## src/rtl/branch_predict_unit.sv

```systemverilog
`default_nettype none
// ============================================================================
// Module      : branch_predict_unit
// Description : Branch resolution and direction prediction for the 16-bit
//               pipeline. The fetch stage reads a table of 2-bit saturating
//               counters. The MEM stage resolves branches against the ALU
//               flags and trains the table. It issues a registered
//               redirect/flush on a mispredict and keeps hit/miss statistics.
// Revision    : 1.0 - initial release
// ============================================================================
module branch_predict_unit #(
    parameter int ADDR_W    = 8,
    parameter int BHT_DEPTH = 16,
    parameter int CNT_W     = 16,
    parameter int PRED_EN   = 1
) (
    input  logic              clock,
    input  logic              reset,
    input  logic [ADDR_W-1:0] if_pc,
    output logic              if_pred_taken,
    input  logic              mem_valid,
    input  logic [15:0]       mem_ir,
    input  logic [ADDR_W-1:0] mem_pc,
    input  logic              mem_pred_taken,
    input  logic [ADDR_W-1:0] mem_target,
    input  logic              zf,
    input  logic              nf,
    input  logic              cf,
    output logic              jump,
    output logic              flush,
    output logic [ADDR_W-1:0] redirect_addr,
    output logic [CNT_W-1:0]  br_cnt,
    output logic [CNT_W-1:0]  miss_cnt
);

    localparam int IDX_W = (BHT_DEPTH > 1) ? $clog2(BHT_DEPTH) : 1;

    // Branch opcodes (mem_ir[15:11])
    localparam logic [4:0] c_OP_BZ   = 5'h10;
    localparam logic [4:0] c_OP_BNZ  = 5'h11;
    localparam logic [4:0] c_OP_BN   = 5'h12;
    localparam logic [4:0] c_OP_BNN  = 5'h13;
    localparam logic [4:0] c_OP_BC   = 5'h14;
    localparam logic [4:0] c_OP_BNC  = 5'h15;
    localparam logic [4:0] c_OP_JMPR = 5'h16;

    // Per-entry direction state; the MSB is the predicted direction
    typedef enum logic [1:0] {
        SN = 2'b00,
        WN = 2'b01,
        WT = 2'b10,
        ST = 2'b11
    } bht_state_t;

    bht_state_t              bht_q [BHT_DEPTH];
    bht_state_t              bht_cur;
    bht_state_t              bht_d;
    logic                    bht_we;
    logic [IDX_W-1:0]        wr_idx;
    logic [IDX_W-1:0]        rd_idx;

    logic [4:0]              opcode;
    logic                    is_cond;
    logic                    is_jmpr;
    logic                    cond_true;
    logic                    resolve;
    logic                    taken;
    logic                    mispredict;

    logic                    jump_q,  jump_d;
    logic                    flush_q, flush_d;
    logic                    shadow_q, shadow_d;
    logic [ADDR_W-1:0]       redirect_q, redirect_d;
    logic [CNT_W-1:0]        br_cnt_q, br_cnt_d;
    logic [CNT_W-1:0]        miss_cnt_q, miss_cnt_d;

    // Only the opcode field and the index bits of the fetch PC matter here
    logic                    unused_bits;
    assign unused_bits = &{1'b0, mem_ir[10:0], if_pc};

    assign opcode = mem_ir[15:11];
    assign wr_idx = mem_pc[IDX_W-1:0];
    assign rd_idx = if_pc[IDX_W-1:0];

    // Decode branch class and evaluate its condition against the flags
    always_comb begin
        is_cond   = 1'b0;
        is_jmpr   = 1'b0;
        cond_true = 1'b0;
        case (opcode)
            c_OP_BZ:   begin is_cond = 1'b1; cond_true = zf;  end
            c_OP_BNZ:  begin is_cond = 1'b1; cond_true = ~zf; end
            c_OP_BN:   begin is_cond = 1'b1; cond_true = nf;  end
            c_OP_BNN:  begin is_cond = 1'b1; cond_true = ~nf; end
            c_OP_BC:   begin is_cond = 1'b1; cond_true = cf;  end
            c_OP_BNC:  begin is_cond = 1'b1; cond_true = ~cf; end
            c_OP_JMPR: begin is_jmpr = 1'b1; end
            default:   ;
        endcase
    end

    // The shadow blocks the instruction that sits in MEM while a flush is out
    assign resolve    = mem_valid & (is_cond | is_jmpr) & ~shadow_q;
    assign taken      = is_jmpr | cond_true;
    assign mispredict = resolve & (taken != mem_pred_taken);

    // Saturating counter step for the entry addressed by the MEM PC
    always_comb begin
        bht_cur = bht_q[wr_idx];
        bht_d   = bht_cur;
        bht_we  = (PRED_EN != 0) & resolve & is_cond;
        case (bht_cur)
            SN:      bht_d = taken ? WN : SN;
            WN:      bht_d = taken ? WT : SN;
            WT:      bht_d = taken ? ST : WN;
            ST:      bht_d = taken ? ST : WT;
            default: bht_d = WN;
        endcase
    end

    // Next-state for the registered pipeline controls and statistics
    always_comb begin
        jump_d     = resolve & taken;
        flush_d    = mispredict;
        shadow_d   = mispredict;
        redirect_d = redirect_q;
        br_cnt_d   = br_cnt_q;
        miss_cnt_d = miss_cnt_q;
        if (resolve) begin
            redirect_d = taken ? mem_target : (mem_pc + ADDR_W'(1));
            if (br_cnt_q != {CNT_W{1'b1}}) begin
                br_cnt_d = br_cnt_q + CNT_W'(1);
            end
        end
        if (mispredict && (miss_cnt_q != {CNT_W{1'b1}})) begin
            miss_cnt_d = miss_cnt_q + CNT_W'(1);
        end
    end

    // Control/statistics registers; reset wins over any pending resolve
    always_ff @(posedge clock) begin
        if (reset) begin
            jump_q     <= 1'b0;
            flush_q    <= 1'b0;
            shadow_q   <= 1'b0;
            redirect_q <= '0;
            br_cnt_q   <= '0;
            miss_cnt_q <= '0;
        end else begin
            jump_q     <= jump_d;
            flush_q    <= flush_d;
            shadow_q   <= shadow_d;
            redirect_q <= redirect_d;
            br_cnt_q   <= br_cnt_d;
            miss_cnt_q <= miss_cnt_d;
        end
    end

    // Direction table: all entries weakly not-taken after reset
    always_ff @(posedge clock) begin
        if (reset) begin
            for (int i = 0; i < BHT_DEPTH; i++) begin
                bht_q[i] <= WN;
            end
        end else if (bht_we) begin
            bht_q[wr_idx] <= bht_d;
        end
    end

    // Fetch lookup reads stored state, so a same-cycle update is not visible
    generate
        if (PRED_EN != 0) begin : g_pred_bht
            assign if_pred_taken = bht_q[rd_idx][1];
        end else begin : g_pred_static
            assign if_pred_taken = 1'b0;
        end
    endgenerate

    assign jump          = jump_q;
    assign flush         = flush_q;
    assign redirect_addr = redirect_q;
    assign br_cnt        = br_cnt_q;
    assign miss_cnt      = miss_cnt_q;

endmodule
`default_nettype wire

```

## config.mk

```make
export PLATFORM = sky130hd
export DESIGN_NAME = branch_predict_unit
export DESIGN_NICKNAME = d
export VERILOG_FILES = /design/src/rtl/branch_predict_unit.sv
export SDC_FILE = /design/constraint.sdc
export NUM_CORES = 1
export LEC_CHECK = 0
export ABC_AREA = 1
export CAP_MARGIN = 10
export CORE_ASPECT_RATIO = 1.75
export CORE_UTILIZATION = 60
export DETAILED_ROUTE_END_ITERATION = 10
export DONT_BUFFER_PORTS = 1
export GPL_TIMING_DRIVEN = 0
export PLACE_DENSITY = 0.76
export SETUP_SLACK_MARGIN = 0.05
export SLEW_MARGIN = 25
export SYNTH_ARGS = -nofsm -noshare
export SYNTH_HDL_FRONTEND = slang
export SYNTH_SLANG_ARGS = --single-unit
```

## constraint.sdc

```tcl
create_clock -name clock -period 4.7 [get_ports clock]
set_input_delay 0.47 -clock clock [delete_from_list [all_inputs] [get_ports clock]]
set_output_delay 0.47 -clock clock [all_outputs]
set_load 0.1 [all_outputs]
```

# Word-level counts from Yosys, hierarchy flattened
# Memory sizes are Yosys's and may differ from the RTL's.
# Cells that the tools add are included.
[word_totals] register_bits=42 mem_bits_rw=32 output_inout_bits=43 mem_count=1 word_cells=55 inputBits=47
[memory_table] name="bht_q" depth=16 width=2 read_ports=2 rd_clocked_by_memory_dff=0 wr=16 line="55" text="bht_state_t bht_q [BHT_DEPTH];"
[classes] reduce_logical=5 n_mux=17 bitwise_logic=11 addsub=3 n_eq_ne=13
[op_table] op="$eq A5 B5 Y1 const B" n=7
[op_table] op="$add A16 B1 Y16 const B" n=2
[op_table] op="$ne A16 B16 Y1 const B" n=2
[op_table] op="$mux W1" n=10
[op_table] op="$add A8 B1 Y8 const B" n=1
[op_table] op="$mux W8" n=1
[op_table] op="$pmux W2 S4" n=1
[op_table] op="$mux W2" n=3
[op_table] op="$pmux W1 S6" n=1
[op_table] op="$reduce_or A6 Y1" n=1
[op_table] op="$and A1 B1 Y1" n=5
[op_table] op="$eq A2 B2 Y1 const B" n=2
[op_table] op="$mux W4" n=1
[op_table] op="$not A1 Y1" n=4
[op_table] op="$eq A2 B1 Y1 const B" n=1
[op_table] op="$logic_not A2 Y1" n=1
[op_table] op="$or A1 B1 Y1" n=2
[op_table] op="$reduce_and A2 Y1" n=1
[op_table] op="$reduce_or A2 Y1" n=1
[op_table] op="$logic_and A1 B1 Y1" n=1
[op_table] op="$ne A1 B1 Y1" n=1

# Longest topological paths before layout
# Gate-level depths: netlist (run 1).
[depth] ltp_word=12 ltp_mapped=13 ltp_nobuf=13

# Worst setup path before layout (run 1)
# Ideal clock, no wire load.
[synth_timing] kind="input port to output port" startpoint="input if_pc[0]" endpoint="output if_pred_taken" arrival_ns=3.198 path_slack_ns=1.032 n_path_buf=1 cell_stages=4 t_required_ns=4.230 path_cell_list="clkbuf_1 -> a211oi_1 -> nor3_1 -> o31ai_1"
[synth_between] elab_chain_cells=1
[synth_lines] item="start, declared" line="19" text="input logic [ADDR_W-1:0] if_pc,"
[synth_lines] item="$mem_v2 Z16 W2"
[synth_lines] item="end, declared" line="20" text="output logic if_pred_taken,"
# Every way passes these cells.

# Worst setup path after layout (run 1)
[layout_timing] startpoint="register miss_cnt_q[1], in the netlist miss_cnt[1]" endpoint="register miss_cnt_q[8], in the netlist miss_cnt[8]"
[layout_between] elab_chain_cells=2 word_cells_on_any_way=3 classes_between="1 x add/sub; 1 x eq/ne; 1 x reduce/logical"
[layout_lines] item="start, declared" line="75" text="logic [CNT_W-1:0] miss_cnt_q, miss_cnt_d;"
[layout_lines] item="start signal, assigned" line="155" text="miss_cnt_q <= miss_cnt_d;"
[layout_lines] item="parallel branches: the longest is 2 deep, another holds $add A16 B1 Y16"
# Several ways; the timed one is not identified.
# A chain may end at the register's enable or synchronous reset.

==> results of run 1 <==
[cell families (layout without fill, tap and decap cells)]
kind of cell             after synthesis  in the layout
buffers and inverters                 95            111
AND/OR/NAND/NOR                      283            283
XOR/XNOR                              23             23
AO/OA/AOI/OAI                        107            107
adder cells (fa/ha/maj)                6              6
flip-flops                            74             74
[cells in the mapped netlist, types with 4 or more instances]
master    instances  share of area
edfxtp_1         32           0.22
nand4_1           9          0.013
clkbuf_1          8         0.0069
nand2_1         136           0.12
nor3_1           10          0.011
o21ai_0          29          0.033
o21ai_1           5         0.0057
o211ai_1         10          0.017
buf_6             4          0.010
ha_1              6          0.017
nand2_2          13          0.019
dfxtp_1          42           0.19
buf_2             6         0.0069
inv_1            69          0.059
a21oi_1          56          0.064
xor2_1           17          0.034
nand3_1          41          0.047
nor2_1           59          0.051
xnor2_1           6          0.012
[final timing paths]
path / startpoint / to / slack, ns
setup / recovery: miss_cnt[1] / miss_cnt[8] / 1.92
hold / removal: mem_target[6] / redirect_addr[6] / 0.36
setup reg to reg: miss_cnt[1] / miss_cnt[8] / 1.92
hold reg to reg: miss_cnt[8] / miss_cnt[8] / 0.75
[where the power goes]
part / total, mW / internal [mW] / switching (mW)
Sequential: 0.726 / 0.681 / 0.0449
Clock: 0.786 / 0.520 / 0.266
Combinational: 0.145 / 0.0448 / 0.101
[registers in the layout, summed over array words and instances, names as in the netlist]
register,cells
bht_q,32
br_cnt,16
redirect_addr,8
shadow_q,1
jump,1
miss_cnt,16
[cell type report]
| cell class | instances | area [µm²] | area share |
|---|---|---|---|
| tap | 84 | 105 | 0.0217 |
| buffer | 22 | 146 | 0.0302 |
| multi-input combinational | 419 | 2170 | 0.448 |
| inverter | 73 | 274 | 0.0565 |
| clock inverter | 6 | 115 | 0.0237 |
| clock buffer | 10 | 229 | 0.0472 |
| sequential | 74 | 1810 | 0.373 |
[through the flow]
stage | hold slack (ns) | cell area (µm²) | cells
global route | 0.398 | 4850 | 688
detailed placement | 0.705 | 4500 | 672
floorplan | 0.671 | 4380 | 588
global placement | 0.683 | 4490 | 672
finish | 0.362 | 4850 | 688
CTS | 0.360 | 4850 | 688
[critical path: stages (launching register included)]
cell,delay [ns]
dfxtp_1,1.04
ha_1,0.36
nand2_2,0.10
nor2_4,0.20
nand3b_2,0.12
or2_0,0.23
buf_6,0.15
buf_1,0.22
nand3_1,0.15
a21oi_1,0.07
[routing by layer]
layer | GRT usage | routed length (µm) | up-vias
li1 | - | - | 1958
met1 | 0.305 | 3740 | 1832
met2 | 0.595 | 6270 | 129
met3 | 0.0883 | 802 | 34
met4 | 0.179 | 380 | 0
met5 | 0 | 0 | -
==> flow_summary.toml, run 1 <==
[drt]
drc_errors = 0
drt_iter0_drc = 294
viasPerCell = 5.75
first_pass_iters = 5
wl_per_cell_um = 16.3
vias = 3953
ant_nets = 0
wl_mm = 11.2

[synthesis]
synth_cells = 588
synth_area_um2 = 4380
ys_warn_count = 0
syn_avg_cell_area_um2 = 7.45
async_reset_ff_frac = 0
seq_area_frac_synth = 0.411
synth.distinct_cells = 42
synthXorXnorAreaFrac = 0.0460
synth_compound_area_frac = 0.136
synth_edf_count = 32
synth_top_family_by_area = "simple AND/OR/NAND/NOR gates"
ys_ff_latch = 74
synthesis.nets = 641
synth_ff_type = "dfxtp_1"
synth_fa_ha_area_frac = 0.0171
muxShareOfSynthArea = 0
yosys.area_share.simple = 0.293

[clock_network]
clkTransAtPathRegs_ns = 0.06
clk_latency_ns = 0.33
cts-resized-gates = 0
htree_num_levels = 3
numCtsBuffers = 9
post_cts_buffers = 0
cts_tree = "done"
cts_buffer_depth = 2
postCtsHoldBufs = 0
clkSinkCount = 74
cts-root-buf = "clkbuf_16"

[die]
die_w_um = 66.6
fp.dieArea_um2 = 7660
design.core.area_um2 = 6960
start_util = 0.630
rows = 40
ios = 90
die_y_um = 115

[setup_path]
criticalPathCategory = "register to register"
start_kind = "register"
critPathCaptureType = "register"
cp.arrival_ns = 2.98
cp_max_fo = 10
reg2reg_depth = 9
required_ns = 4.90

[sta]
clock_skew_ns = 0.00360
tns_ns = 0
grt_setup_unrepaired = "no"
setup_violations = 0
period_needed_ns = 2.78
fin_crit_sh = 0.591
maxSlewViolCount = 0
slew-limit-headroom = 0.267
hold_viol = 0
layout_setup_ws_ns = 1.92
max_freq_mhz = 360
worst_slew_pin_slew_ns = 1.10

[placed_design]
pre_cts_ws_ns = 1.92
numPortBuffers = 0
place_congestion = 0.902
dp.final_hpwl_mm = 8.50

[finish]
fin_nets = 652
area_growth_pct = 10.7
layout_commonest_cell = "nand2_1"
drive_gt1_frac = 0.103
post-route-util = 0.697
final_cell_mix = "nand2_1 (136), inv_1 (69), nor2_1 (59), a21oi_1 (56), nand3_1 (41)"
antennaDiodeCount = 0
nFillCells = 597

[grt]
grt_overflow = 0
grt_pass1_wl_mm = 18.6
grt_max_degree = 14
grtUsageTotal = 0.321
grt_pass1_vias = 4026
antenna_found_initial = 0

[pwr]
power_mw = 1.66
leakage_nw = 1.96
ir_drop_uv = 285
p_per_area_nw_per_um2 = 342

[outcome]
outcome = "completed"

[job]
maxCapViolations = 0

[hold_path]
whs_path_depth = 2
hp-class = "primary input to register"
Note: power is estimated with default switching activity, not from simulation.
==> inputs of run 2 (changes only) <==
CORE_UTILIZATION = 58   (was 60)
clock period = 2.3 ns   (was 4.7 ns; I/O delays follow)
==> run 2 against run 1 <==
Hold slack got worse by 0.25 ns. Worst setup slack got worse by 1.8 ns. Via count rose by 0.30%. Global-route usage fell by 1.4 points. Cell area rose by 0.46%. Critical path depth fell by 4. Sequential cell count did not move. Core utilization fell by 2.8 points. Highest routed layer unchanged.
==> flow_summary.toml, run 2 (same netlist as run 1, synthesis figures left out) <==
[setup_path]
reg2reg_depth = 10
cp.arrival_ns = 1.97
cp_max_fo = 2
criticalPathCategory = "register to output pin"
required_ns = 2.07
critPathCaptureType = "output pin"
start_kind = "register"

[drt]
ant_nets = 0
drc_errors = 0
vias = 3965
drt_iter0_drc = 281
wl_per_cell_um = 16.0
wl_mm = 11.0
first_pass_iters = 5
viasPerCell = 5.74

[sta]
fin_crit_sh = 0.958
max_freq_mhz = 454
period_needed_ns = 2.20
layout_setup_ws_ns = 0.0970
worst_slew_pin_slew_ns = 1.05
setup_violations = 0
grt_setup_unrepaired = "yes"
hold_viol = 0
clock_skew_ns = 0.00802
maxSlewViolCount = 0
slew-limit-headroom = 0.300

[die]
rows = 41
fp.dieArea_um2 = 7920
ios = 90
die_w_um = 67.7
die_y_um = 117
start_util = 0.602
design.core.area_um2 = 7280

[placed_design]
place_congestion = 0.949
dpl_cell_area_um2 = 4520
post-place-cells = 674
dp.final_hpwl_mm = 8.37
numPortBuffers = 0
pre_cts_ws_ns = -0.283

[clock_network]
cts-root-buf = "clkbuf_16"
cts_buffer_depth = 2
postCtsHoldBufs = 0
htree_num_levels = 3
numCtsBuffers = 9
clk_latency_ns = 0.34
cts_tree = "done"
clkSinkCount = 74
clkTransAtPathRegs_ns = 0.05

[finish]
nFillCells = 638
fin_nets = 653
antennaDiodeCount = 0
area_growth_pct = 11.2
registers.top_by_ff_count = "bht_q"
finalNonFillerCells = 691
final_cell_mix = "nand2_1 (136), inv_1 (69), nor2_1 (59), a21oi_1 (55), nand3_1 (41)"
largest_reg_flops = 32
layout_commonest_cell = "nand2_1"
final_cell_area_um2 = 4870
drive_gt1_frac = 0.155

[hold_path]
whs_path_depth = 2
hp-class = "primary input to register"

[grt]
grt_pass1_wl_mm = 17.8
grtUsageTotal = 0.307
antenna_found_initial = 0
grt_overflow = 0
grt_pass1_vias = 3844
grt_max_degree = 13

[outcome]
outcome = "completed"

[pwr]
ir_drop_uv = 510
p_per_area_nw_per_um2 = 616
leakage_nw = 1.95
power_mw = 3.00

[job]
maxCapViolations = 0
==> run 2: repair_timing <==
item / in CTS / in global routing
gates resized for setup: 12 / 26
pin swaps: 1 / 2
hold endpoints to repair: 0 / 0
setup endpoints to repair: 83 / 58
setup buffers: 1 / 0
==> run 2: final timing paths <==
kind,start,to,slack [ns]
setup / recovery,bht_q[5][1],if_pred_taken,0.1
hold / removal,mem_target[6],redirect_addr[6],0.11
setup reg to reg,miss_cnt[0],miss_cnt[11],0.20
hold reg to reg,miss_cnt[8],miss_cnt[8],0.65
==> run 2: layer usage <==
layer | up-vias | wire length (µm) | share of wire | GRT usage
met4 | 0 | 441 | 0.040 | 0.174
li1 | 1957 | - | - | -
met5 | - | 0 | 0 | 0
met1 | 1825 | 3690 | 0.33 | 0.291
met2 | 148 | 6040 | 0.55 | 0.557
met3 | 35 | 861 | 0.078 | 0.0959
==> run 2: report_power, final <==
part           switching (mW)  internal [mW]
logic                   0.204         0.0946
registers              0.0927           1.38
clock network           0.513          0.716
==> run 2: critical path, cell delays in order, from the launching register on <==
cell      delay, ns
edfxtp_1       0.31
inv_1          0.05
a21oi_2        0.13
o21ai_2        0.07
and3_4         0.20
o31ai_4        0.87
==> run 2: cell type report <==
cell class	instances	area [µm²]	area share
Inverter	73	274	0.0562
Sequential cell	74	1870	0.384
Timing Repair Buffer	1	7.51	0.00154
Tap cell	86	108	0.0221
Buffer	22	148	0.0303
Clock inverter	5	22.5	0.00462
Multi-Input combinational cell	419	2210	0.453
Clock buffer	11	233	0.0478
==> run 2: through the flow <==
| stage | setup TNS (ns) | hold slack, ns | util |
|---|---|---|---|
| final | 0 | 0.108 | 0.669 |
| after global routing | 0 | 0.130 | 0.669 |
| after CTS | 0 | 0.102 | 0.660 |
| after detailed placement | -12.27 | 0.454 | 0.621 |
| after global placement | -11.07 | 0.447 | 0.621 |
| after floorplan | 0 | 0.431 | - |
==> inputs of run 3 (changes only) <==
SKIP_LAST_GASP = 1   (was not set)
==> results of run 3 <==
No change in the layout: final DEF, timing and power equal those of run 2.
==> edit 1: new RTL, config.mk and constraints of run 1 <==
Register the output `if_pred_taken`; this adds one clock of latency there. The other outputs are not delayed to match.
--- a/src/rtl/branch_predict_unit.sv
+++ b/src/rtl/branch_predict_unit.sv
@@ -51,6 +51,8 @@
         WT = 2'b10,
         ST = 2'b11
     } bht_state_t;
+
+    logic if_pred_taken_d;
 
     bht_state_t              bht_q [BHT_DEPTH];
     bht_state_t              bht_cur;
@@ -170,9 +172,9 @@
     // Fetch lookup reads stored state, so a same-cycle update is not visible
     generate
         if (PRED_EN != 0) begin : g_pred_bht
-            assign if_pred_taken = bht_q[rd_idx][1];
+            assign if_pred_taken_d = bht_q[rd_idx][1];
         end else begin : g_pred_static
-            assign if_pred_taken = 1'b0;
+            assign if_pred_taken_d = 1'b0;
         end
     endgenerate
 
@@ -182,6 +184,10 @@
     assign br_cnt        = br_cnt_q;
     assign miss_cnt      = miss_cnt_q;
 
+    always_ff @(posedge clock) begin
+        if_pred_taken <= if_pred_taken_d;
+    end
+
 endmodule
 `default_nettype wire
 
Behaviour: not the same (Yosys sat finds a counterexample within 4 cycles, from zero or initial values and one cycle with reset high).
==> edit 1 against run 1 <==
Synthesized area up 0.46%; global-route usage up 0.094 points; count of clock-buffer cells in the layout up 3; synthesized cell count up 0.17%; sequential cell count up 1; critical path depth down 1; cell count up 0.44%; wire length up 2.2%; total power up 1.8%; core utilization down 1.3 points; combinational power down 6%; worst setup slack worse by 42 ps; design area up 0.52%; critical path type unchanged.
==> edit 1: results (changes against run 1) <==
DP Wirelength 8430 um (was 8500 um); Final Skew 5.20 ps (was 3.60 ps); crit path max fanout 5 (was 10); syn nets 642 (was 641); n_diodes 0 (unchanged); VDD IR-drop max 0.214 mV (was 0.285 mV); flop2flop setup slack 1880 ps (was 1920 ps); status finished, final reports clean (unchanged); fraction of registers with async set/reset 0 (unchanged); Hold EP if_pred_taken (was redirect_addr[6]); First DRT Iteration DRCs 271 (was 294); clock insertion delay at the later pin of the skew report 340 ps; largest net degree at the start of global routing 14 (unchanged); Lkg Pwr 1.98 nW (was 1.96 nW); HP Class input pin to register (unchanged); vias per inst 5.78 (was 5.75); CP max-delay cell dfxtp_1 (unchanged); Placed Area 4510 sq um (was 4500 sq um); largest register by flop count bht_q (unchanged); CTS Buffer Depth 2 (unchanged); post-cts resize count 0 (unchanged); first drt pass iteration count 5 (unchanged); Worst-path clk slew 60 ps (about the same); dpl cells 675 (was 672); Post-CTS Setup Inserts 0 (unchanged); worst hold path startpoint if_pc[3] (was mem_target[6]); max reg flops 32 (unchanged); worst reg-to-reg path cell count 8 (was 9); Avg WL per Cell 16.5 um (was 16.3 um); register area share after synthesis 0.414 (was 0.411); initial antenna violation count 0 (unchanged); worst hold slack 227 ps (was 362 ps); vias in the first global route 3941 (was 4026); Layout fillers 610 (was 597); Pins Over Slew Limit 0 (unchanged); top cells by count, synth nand2_1 (136), inv_1 (69), nor2_1 (59) (unchanged); most common flop cell mapped by yosys dfxtp_1 (unchanged); gpl congestion 0.900 (was 0.902); Distinct cells, synth 42 (unchanged); number of flops mapped to enable cells by yosys 32 (unchanged); htree depth 3 (unchanged); Hold Path Depth 1 (was 2); Clock Tree Root clkbuf_16 (unchanged); CP startpoint br_cnt[1] (was miss_cnt[1]); final WL 11400 um (was 11200 um); FF-to-FF End br_cnt[8] (was miss_cnt[8]); Buffers on Ports 0 (unchanged); crit path DAT 3050 ps (was 2980 ps); layout cells sized above 1 0.104 (was 0.103); CP peak stage delay 1010 ps (was 1040 ps); global-route wire length before repair 18300 um (was 18600 um); top cells by area, synth edfxtp_1 (22%), dfxtp_1 (20%), nand2_1 (12%), a21oi_1 (6.4%), inv_1 (5.9%) (was edfxtp_1 (22%), dfxtp_1 (19%), nand2_1 (12%), a21oi_1 (6.4%), inv_1 (5.9%)); total CTS buffers 9 (unchanged); fin nets 653 (was 652); total number of yosys warnings 0 (unchanged); top cell family by delay on the critical path simple AND/OR/NAND/NOR gates (was flip-flops); GRT Overall Usage 0.322 (was 0.321); post-synthesis instance total 589 (was 588); relative slew slack 0.262 (was 0.267)
==> edit 1: worst max path at each step <==
stage	slack [ps]	endpoint
after floorplan	2140	miss_cnt[11]
after global placement	1910	miss_cnt[5]
after detailed placement	1920	miss_cnt[14]
after CTS	1880	miss_cnt[13]
after global routing	1660	br_cnt[8]
final	1880	br_cnt[8]
==> edit 1: kinds of logic after synthesis <==
kind of cell	share of synthesized area
AOI/OAI and AO/OA	0.136
adders and majority gates	0.0171
buffers and inverters	0.0955
and+or+nand+nor	0.292
xor gates and xnor gates	0.0458
DFF	0.414
==> edit 1: stage by stage <==
step           utilization  worst slack, ps
6_report             0.684             1880
5_1_grt              0.684             1660
4_1_cts              0.683             1880
3_5_place_dp         0.633             1920
3_3_place_gp         0.632             1910
2_1_floorplan            -             2140
==> edit 1: where the power goes <==
| part | internal (W) | switching (W) | leakage (nW) |
|---|---|---|---|
| clock network | 0.000543 | 0.000265 | 0.176 |
| registers | 0.000691 | 0.0000528 | 0.639 |
| logic | 0.0000437 | 0.0000926 | 1.16 |
==> edit 1: final cells by class <==
| cell class | instances | area, sq um | share of cell area |
|---|---|---|---|
| clock buffers | 13 | 293 | 0.0600 |
| multi-input cells | 419 | 2160 | 0.443 |
| inverters | 73 | 274 | 0.0562 |
| plain buffers | 22 | 146 | 0.0300 |
| clock inverters | 3 | 65.1 | 0.0133 |
| well taps | 86 | 108 | 0.0221 |
| flip-flops and latches | 75 | 1830 | 0.375 |
==> edit 1: metal layers <==
layer	GRT usage	vias up	routed length, um	part of all wire
li1	-	1957	-	-
met5	0	-	0	0
met4	0.133	0	288	0.025
met3	0.111	26	886	0.078
met2	0.606	165	6410	0.56
met1	0.303	1844	3850	0.34
==> edit 2: new RTL, config.mk and constraints of run 1 <==
Without the edit above. Change the parameter `BHT_DEPTH` from 16 to 32.
--- a/src/rtl/branch_predict_unit.sv
+++ b/src/rtl/branch_predict_unit.sv
@@ -10,7 +10,7 @@
 // ============================================================================
 module branch_predict_unit #(
     parameter int ADDR_W    = 8,
-    parameter int BHT_DEPTH = 16,
+    parameter int BHT_DEPTH = 32,
     parameter int CNT_W     = 16,
     parameter int PRED_EN   = 1
 ) (
Check against the original RTL: not equivalent (a bounded check fails within 4 cycles, from zero or initial values and one cycle with reset high).
==> edit 2 against run 1 <==
Design area grew 39%; total power is 21% higher; via count grew 44%; sequential share of layout area increased by 3.9 points; worst setup slack worse by 140 ps; sequential cell count grew 32; wire length increased by 53%; largest power group is now registers; clock power is 8.8% lower; worst hold slack worse by 11 ps; first-iteration DRC count rose by 53%; non-clock buffer count grew 20; synthesized area grew 43%; maximum frequency fell by 5.0%.
==> edit 2: results (changes against run 1) <==
status finished, final reports clean (unchanged); dpl cells 925 (was 672); final non-filler cell total 941 (was 688); largest net degree at the start of global routing 19 (was 14); Lkg Pwr 2.49 nW (was 1.96 nW); syn nets 851 (was 641); Avg WL per Cell 18.1 um (was 16.3 um); max reg flops 64 (was 32); DP Wirelength 12600 um (was 8500 um); top cells by area, synth edfxtp_1 (31%), dfxtp_1 (13%), nand2_1 (12%), nor2_1 (6.2%), a21oi_1 (4.5%) (was edfxtp_1 (22%), dfxtp_1 (19%), nand2_1 (12%), a21oi_1 (6.4%), inv_1 (5.9%)); CP required 4980 ps (was 4900 ps); Layout fillers 870 (was 597); VDD IR-drop max 0.250 mV (was 0.285 mV); vias per inst 6.04 (was 5.75); n_diodes 0 (unchanged); First DRT Iteration DRCs 451 (was 294); power per cell area 298 nW/um^2 (was 342 nW/um^2); clock insertion delay at the later pin of the skew report 360 ps (was 330 ps); htree depth 3 (unchanged); number of flops mapped to enable cells by yosys 64 (was 32); most common flop cell mapped by yosys edfxtp_1 (was dfxtp_1); compound-gate portion of the synthesized area 0.133 (was 0.136); post-synthesis instance total 798 (was 588); Placed Area 6440 sq um (was 4500 sq um); CP peak stage delay 1040 ps (about the same); top cell family by delay on the critical path simple AND/OR/NAND/NOR gates (was flip-flops); gpl congestion 0.942 (was 0.902); layout cells sized above 1 0.108 (was 0.103); crit path DAT 3200 ps (was 2980 ps); Placement Setup Slack 1830 ps (was 1920 ps); Post-Synth XOR/XNOR Area 0.0348 (was 0.0460); relative slew slack 0.266 (was 0.267); register area share after synthesis 0.439 (was 0.411); fin nets 862 (was 652); vias in the first global route 5453 (was 4026); top cells by count, synth nand2_1 (196), nor2_1 (103), edfxtp_1 (64) (was nand2_1 (136), inv_1 (69), nor2_1 (59)); global-route wire length before repair 26100 um (was 18600 um); post-synthesis adder-cell area fraction 0.0119 (was 0.0171); worst hold slack 351 ps (was 362 ps)
edit 2: metal layers:
layer	part of all wire	track usage	vias to the layer above
li1	-	-	2699
met1	0.35	0.330	2646
met2	0.52	0.581	269
met3	0.069	0.0689	67
met4	0.056	0.205	0
met5	0	0	-
edit 2: power breakdown:
| part | total, W | switching [W] | internal (W) |
|---|---|---|---|
| clock network | 0.000717 | 0.000355 | 0.000362 |
| logic | 0.000242 | 0.000172 | 0.0000699 |
| registers | 0.00105 | 0.0000479 | 0.000999 |
edit 2: final cells by class:
class                   instances  share of cell area
plain buffers                  42              0.0412
clock buffers                   9              0.0334
clock inverters                 7             0.00799
inverters                      55              0.0310
multi-input cells             595               0.451
flip-flops and latches        106               0.412
well taps                     127              0.0236
edit 2: worst paths after layout:
check | start | to | cells after the start
worst min register to register | miss_cnt[6] | miss_cnt[6] | 2
worst max register to register | miss_cnt[0] | miss_cnt[10] | 8
worst max-delay path | miss_cnt[0] | miss_cnt[10] | 8
worst min-delay path | mem_target[7] | redirect_addr[7] | 2
